===== src/rtl/bias_estimator.sv =====
// rtl/bias_estimator.sv - windowed mean of a signed sample stream for bias calibration
//
// On a start pulse, averages the next 2^SampleBits signed samples and presents
// the floor mean as a single-beat valid/ready result. Input data is consumed,
// never passed through.
//
// Ports:
//   aclk        clock, rising edge
//   aresetn     asynchronous active-low reset
//   start       single-cycle request to begin/restart a measurement
//   in_tvalid   input sample valid
//   in_tready   input sample accepted (low while a result is pending)
//   in_tdata    signed input sample
//   out_tvalid  bias result valid
//   out_tready  downstream accepts the result
//   out_tdata   signed bias result (window mean, floor)
//   busy        measurement in progress or result pending

module bias_estimator #(
  parameter int DataWidth  = 24,
  parameter int SampleBits = 12
) (
  input  logic                 aclk,
  input  logic                 aresetn,
  input  logic                 start,
  input  logic                 in_tvalid,
  output logic                 in_tready,
  input  logic [DataWidth-1:0] in_tdata,
  output logic                 out_tvalid,
  input  logic                 out_tready,
  output logic [DataWidth-1:0] out_tdata,
  output logic                 busy
);

  localparam int AccWidth = DataWidth + SampleBits;
  localparam logic [SampleBits-1:0] CntMax = '1;
  localparam logic [SampleBits-1:0] CntOne = SampleBits'(1);

  typedef enum logic [1:0] {
    IDLE  = 2'd0,
    ACCUM = 2'd1,
    DONE  = 2'd2
  } state_t;

  state_t state, state_nxt;

  logic signed [AccWidth-1:0] acc;
  logic signed [AccWidth-1:0] sample_ext;
  logic signed [AccWidth-1:0] sum;
  logic [SampleBits-1:0]      cnt;
  logic                       accept;
  logic                       last_beat;

  // in_tready decodes straight from the state register so a pending result
  // back-pressures upstream without any input-to-output path.
  assign in_tready  = (state != DONE);
  assign accept     = in_tvalid & in_tready;
  assign sample_ext = {{SampleBits{in_tdata[DataWidth-1]}}, in_tdata};
  assign sum        = acc + sample_ext;
  // A start in ACCUM takes priority, so the beat in that cycle never completes a window.
  assign last_beat  = (state == ACCUM) && !start && accept && (cnt == CntMax);

  always_comb begin
    state_nxt = state;
    case (state)
      IDLE:    if (start) state_nxt = ACCUM;
      ACCUM:   if (last_beat) state_nxt = DONE;
      DONE:    if (out_tvalid && out_tready) state_nxt = IDLE;
      default: state_nxt = IDLE;
    endcase
  end

  always_ff @(posedge aclk or negedge aresetn) begin
    if (!aresetn) begin
      state      <= IDLE;
      acc        <= '0;
      cnt        <= '0;
      out_tvalid <= 1'b0;
      out_tdata  <= '0;
      busy       <= 1'b0;
    end else begin
      state <= state_nxt;
      busy  <= (state_nxt != IDLE);
      case (state)
        IDLE: begin
          if (start) begin
            acc <= '0;
            cnt <= '0;
          end
        end
        ACCUM: begin
          if (start) begin
            acc <= '0;
            cnt <= '0;
          end else if (accept) begin
            acc <= sum;
            cnt <= cnt + CntOne;  // wraps to 0 on the last beat
            if (cnt == CntMax) begin
              // Arithmetic shift gives floor division; the mean always fits DataWidth.
              out_tdata  <= DataWidth'(sum >>> SampleBits);
              out_tvalid <= 1'b1;
            end
          end
        end
        DONE: begin
          if (out_tready) out_tvalid <= 1'b0;
        end
        default: ;
      endcase
    end
  end

endmodule


===== config.mk =====
export PLATFORM = sky130hd
export DESIGN_NAME = bias_estimator
export DESIGN_NICKNAME = d
export VERILOG_FILES = /design/src/rtl/bias_estimator.sv
export SDC_FILE = /design/constraint.sdc
export NUM_CORES = 1
export LEC_CHECK = 0
export CAP_MARGIN = 0
export CORE_MARGIN = 5
export CORE_UTILIZATION = 58
export DETAILED_ROUTE_END_ITERATION = 8
export GPL_ROUTABILITY_DRIVEN = 0
export PLACE_DENSITY = 0.92
export SLEW_MARGIN = 40
export SYNTH_ARGS = -nofsm -noshare
export SYNTH_HDL_FRONTEND = slang
export SYNTH_SLANG_ARGS = --single-unit

===== constraint.sdc =====
create_clock -name aclk -period 3.3 [get_ports aclk]
set_clock_uncertainty 0.05 [all_clocks]
set_input_delay 0.825 -clock aclk [delete_from_list [all_inputs] [get_ports aclk]]
set_output_delay 0.825 -clock aclk [all_outputs]
set_load 0.02 [all_outputs]

# Word-level counts from Yosys, hierarchy flattened
# Cells that the tools add are included.
# op_classes
n_addsub	2
n_eq_ne	10
muxes	17
bitwise	2
n_reduce_logical	12
# op_table
cell	count
$mux 36	3
$pmux 36 s2	1
$add 36x24->36	1
$mux 12	3
$pmux 12 s2	1
$add 12x1->12 const B	1
$eq 12x12->1 const B	1
$ne 2x2->1 const B	5
$mux 2	3
$pmux 2 s3	1
$reduce_bool 2->1	3
$reduce_and 5->1	1
$logic_and 1x1->1	4
$mux 1	4
$reduce_and 4->1	1
$ne 3x3->1 const B	1
$reduce_and 3->1	1
$eq 2x1->1 const B	1
$eq 2x2->1 const B	1
$logic_not 2->1	1
$ne 2x1->1 const B	1
$pmux 1 s2	1
$and 1x1->1	1
$logic_not 1->1	1
$not 1->1	1
# totals
register_bits	76
input_bits	29
out_inout_bits	27
elab_cells	49

# Depth between registers and ports, before layout
# Gate-level depths: netlist of the first run.
# depth
word_depth	7
depth_mapped	10
mapped_depth_nobuf	10

# Least setup slack after synthesis of the first run
# Ideal clock, no wire load.
# synth_path
path_kind	input to register
startpoint	in in_tdata[0]
endpoint	reg out_tdata[20]
setup_ps	71
arrival_time_ps	2909
required_time_ps	3179
slack_ps	270
stages	10
cell_sequence	ha_1 -> inv_1 -> fa_1 -> nand2b_1 -> a21oi_1 -> a211oi_2 -> o31ai_4 -> a41oi_4 -> or4_1 -> nand4_1
# synth_via
elab_chain_cells	1
# synth_lines
element	line	rtl
start: declaration	28	input logic [DataWidth-1:0] in_tdata,
$add 36x24->36	59	assign sum = acc + sample_ext;
end signal: assignment	100	out_tdata <= DataWidth'(sum >>> SampleBits);
end: declaration	31	output logic [DataWidth-1:0] out_tdata,
# No other way between the ends.
# A chain may end at the register's enable or synchronous reset.

# Final worst setup path of the first run
# layout_path
startpoint	in in_tdata[0]
endpoint	reg out_tdata[2]
# The elaborated chain is that of the path after synthesis.

==> results of run 1 <==
[what timing repair did]
action                                  4_1_cts  5_1_grt
pin swaps                                     1        4
hold endpoints to repair                      0        0
resized for setup                             1       13
hold buffers                                  0        0
endpoints found under the setup margin        2       26
[worst reg2reg max path, delay by kind of cell, from the launching register on]
family / cells / cell delay [ns]
and+or+nand+nor: 2 / 0.38
adders and majority gates: 1 / 0.34
AOI/OAI and AO/OA: 3 / 0.90
buffers and inverters: 1 / 0.20
DFF: 1 / 0.40
muxes: 1 / 0.28
xor gates and xnor gates: 1 / 0.12
[layout by cell type (no fill, tap or decap), types with 3 or more instances in the layout]
master	instances
a22oi_1	4
ha_1	35
or4_1	4
o21ai_1	5
o21bai_1	3
mux2_2	15
or2_2	5
clkdlybuf4s50_1	54
nor2_1	28
inv_6	3
clkbuf_8	9
a22o_1	18
o21ai_0	38
or3_1	3
and3_1	6
nand4_1	15
nand3_1	22
and2_1	4
a31oi_1	9
inv_1	11
a211oi_2	3
nand2b_1	5
o211ai_1	6
a211oi_1	4
xnor2_1	20
nand2_1	64
dfrtp_1	76
a21oi_1	41
xor2_1	15
buf_4	94
nor3_1	8
a21oi_2	3
a21o_1	11
[power groups by stage]
stage               Combinational, mW  Sequential [mW]  Clock (mW)
global placement                 1.24             1.07           0
global route                     1.50             1.07       0.766
detailed placement               1.31             1.08           0
finish                           1.41             1.06       0.725
CTS                              1.35             1.06       0.724
floorplan                       0.823             1.06           0
[flip-flops by register name (all words and copies together), names as in the netlist]
register    count
busy            1
out_tdata      24
cnt            12
state           2
out_tvalid      1
acc            36
[worst paths after layout]
kind | depth (start not counted) | from | endpoint | slack (ns)
max in group asynchronous | 1 | aresetn | out_tdata[16] | 2.30
hold / removal | 1 | aresetn | acc[6] | 0.43
hold reg to reg | 2 | out_tdata[12] | out_tdata[12] | 0.44
setup reg to reg | 9 | acc[7] | out_tdata[2] | 0.53
min in group aclk | 2 | out_tdata[12] | out_tdata[12] | 0.44
setup / recovery | 13 | in_tdata[0] | out_tdata[2] | -0.007
[routing by layer]
metal	track usage, %	share of wire (%)
met5	0.893	0
met3	5.49	7.1
met4	14.1	4.7
met2	46.4	50
met1	32.8	39
[cell type report]
type                            instances  area (um2)  share of cell area [%]
Multi-Input combinational cell        447        3130                    46.9
Tap cell                              108         135                    2.02
Sequential cell                        76        1900                    28.5
Timing Repair Buffer                  150        1280                    19.1
Clock inverter                          7        70.1                    1.05
Clock buffer                            9         124                    1.85
Inverter                               11        41.3                   0.618
[kinds of logic after synthesis]
family | after synthesis
adders and majority gates | 37
xor gates and xnor gates | 35
muxes | 17
AOI/OAI and AO/OA | 178
buffers and inverters | 39
DFF | 76
and+or+nand+nor | 180
==> results.cfg, run 1 <==
[outcome]
status = complete, but fails checks
violations = negative setup slack

[final_layout]
final_area_mm2 = 0.00668
fill_cells = 551
drive_gt1_share_pct = 23.0
syn2layout_area_growth_pct = 28.1
nNetsFinal = 761
diodes = 0
layout.cells.non_filler = 808
final_core_util_pct = 76.3

[clocking]
cts_root_buf = clkbuf_8
path_clk_slew_ns = 0.10
cts_num_sinks = 76
cts_buffers = 9
htree_levels = 3
cts_tree = built
insertion_delay_ns = 0.37
cts_buffer_depth = 2
post-cts-setup-buffers = 0

[detailed_routing]
drc = 0
wl_mm = 15.5
first_pass_iters = 9
ant_nets = 0
drt_iter0_drc = 490
viasPerCell = 6.53
vias = 5277
wire_per_inst_um = 19.2

[timing]
setup_viol = 1
rsz0062_at_grt = true
postLayoutSetupSlackWorst_ns = -0.00727
fmax_mhz = 302
tightest_slew_ns = 0.696
period_share_pct = 100
timing.hold.ws_ns = 0.431
drv_slew = 0
relSlewSlack_pct = 53.6
fin_tns_setup_ns = -0.00727
final_hold_viol_count = 0
fin_crit_ns = 3.31

[grt]
grt_usage_pct = 27.4
grt_max_degree = 77
antenna_found_initial = 0
grt_pass1_vias = 5399
grt_pass1_wl_mm = 25.2
grt_overflow = 0

[power]
clockPowerShare_pct = 22.7
p_per_area_mw_per_mm2 = 478
ir_drop_v = 0.000357
power_mw = 3.20
pwr-share-comb_pct = 44.1
internal_power_mw = 1.95
p_leak_nw = 3.13
seqPwrFrac_pct = 33.2
power_switching_share_pct = 39.0
power_switching_mw = 1.25

[synth]
synth.most_common_cell = dfrtp_1
synth_top_family_by_area = compound AO/OA/AOI/OAI gates
synthDominantCellAreaShare_pct = 36.5
yosysTopAreaCell = dfrtp_1
syn-instance-count = 562
synthSimpleGateAreaFrac_pct = 17.2
synth_compound_area_share_pct = 23.6
synthMuxAreaShare_pct = 3.62
synth_flop_cell = dfrtp_1
ys_seq_area_share_pct = 36.5
ys_top_cells_by_area = dfrtp_1 (36%), ha_1 (8.6%), nand2_1 (4.6%)
yosys.cell_types.count = 73
ys_warn_count = 0
synth_fa_ha_area_share_pct = 9.02
async_flop_share_pct = 100
synth_xor_area_share_pct = 5.88
syn_area_mm2 = 0.00522
synthTopCellsByCount = dfrtp_1 (76), nand2_1 (64), a21oi_1 (43)
syn_nets = 628
synth_edf_count = 0
synth_area_per_cell_um2 = 9.28
synth-seq-cells = 76

[critical_path]
cp.arrival_ns = 3.52
crit_buf_inv = 4
crit_path_start_kind = primary input
path_cells = clkdlybuf4s50_1, ha_2, inv_1, fa_2, nand2b_4, a21oi_2, buf_4, a21oi_1, buf_4, or2_2, o21bai_1, xor2_1, mux2_2
crit_top_cell = buf_4
critPathKind = in -> reg
crit_path_max_incr_delay_ns = 0.47
endpoint_kind = flip-flop
crit_family = buffers and inverters
path_max_fanout = 3
required_ns = 3.51
slowest_stage = clkdlybuf4s50_1

[die]
core_mm2 = 0.00876
start_util_pct = 59.5
dieArea_mm2 = 0.0110
die_w_um = 105
die_y_um = 105
io_pins = 56
rows = 34

[placement]
hpwl_mm = 10.5
place_area_mm2 = 0.00645
placed_cells = 792
pre_cts_ws_ns = -0.392
portBuffers = 55

[job]
maxCapViolations = 0

[min_path]
min_path_type = in -> async
(Power assumes the default switching activity.)
==> run 2, diff against run 1 <==
--- a/config.mk
+++ b/config.mk
@@ -5,6 +5,7 @@
 export SDC_FILE = /design/constraint.sdc
 export NUM_CORES = 1
 export LEC_CHECK = 0
+export ABC_CLOCK_PERIOD_IN_PS = 3300
 export CAP_MARGIN = 0
 export CORE_MARGIN = 5
 export CORE_UTILIZATION = 58
==> results of run 2 <==
Final layout, timing and power as in run 1 (identical DEF).
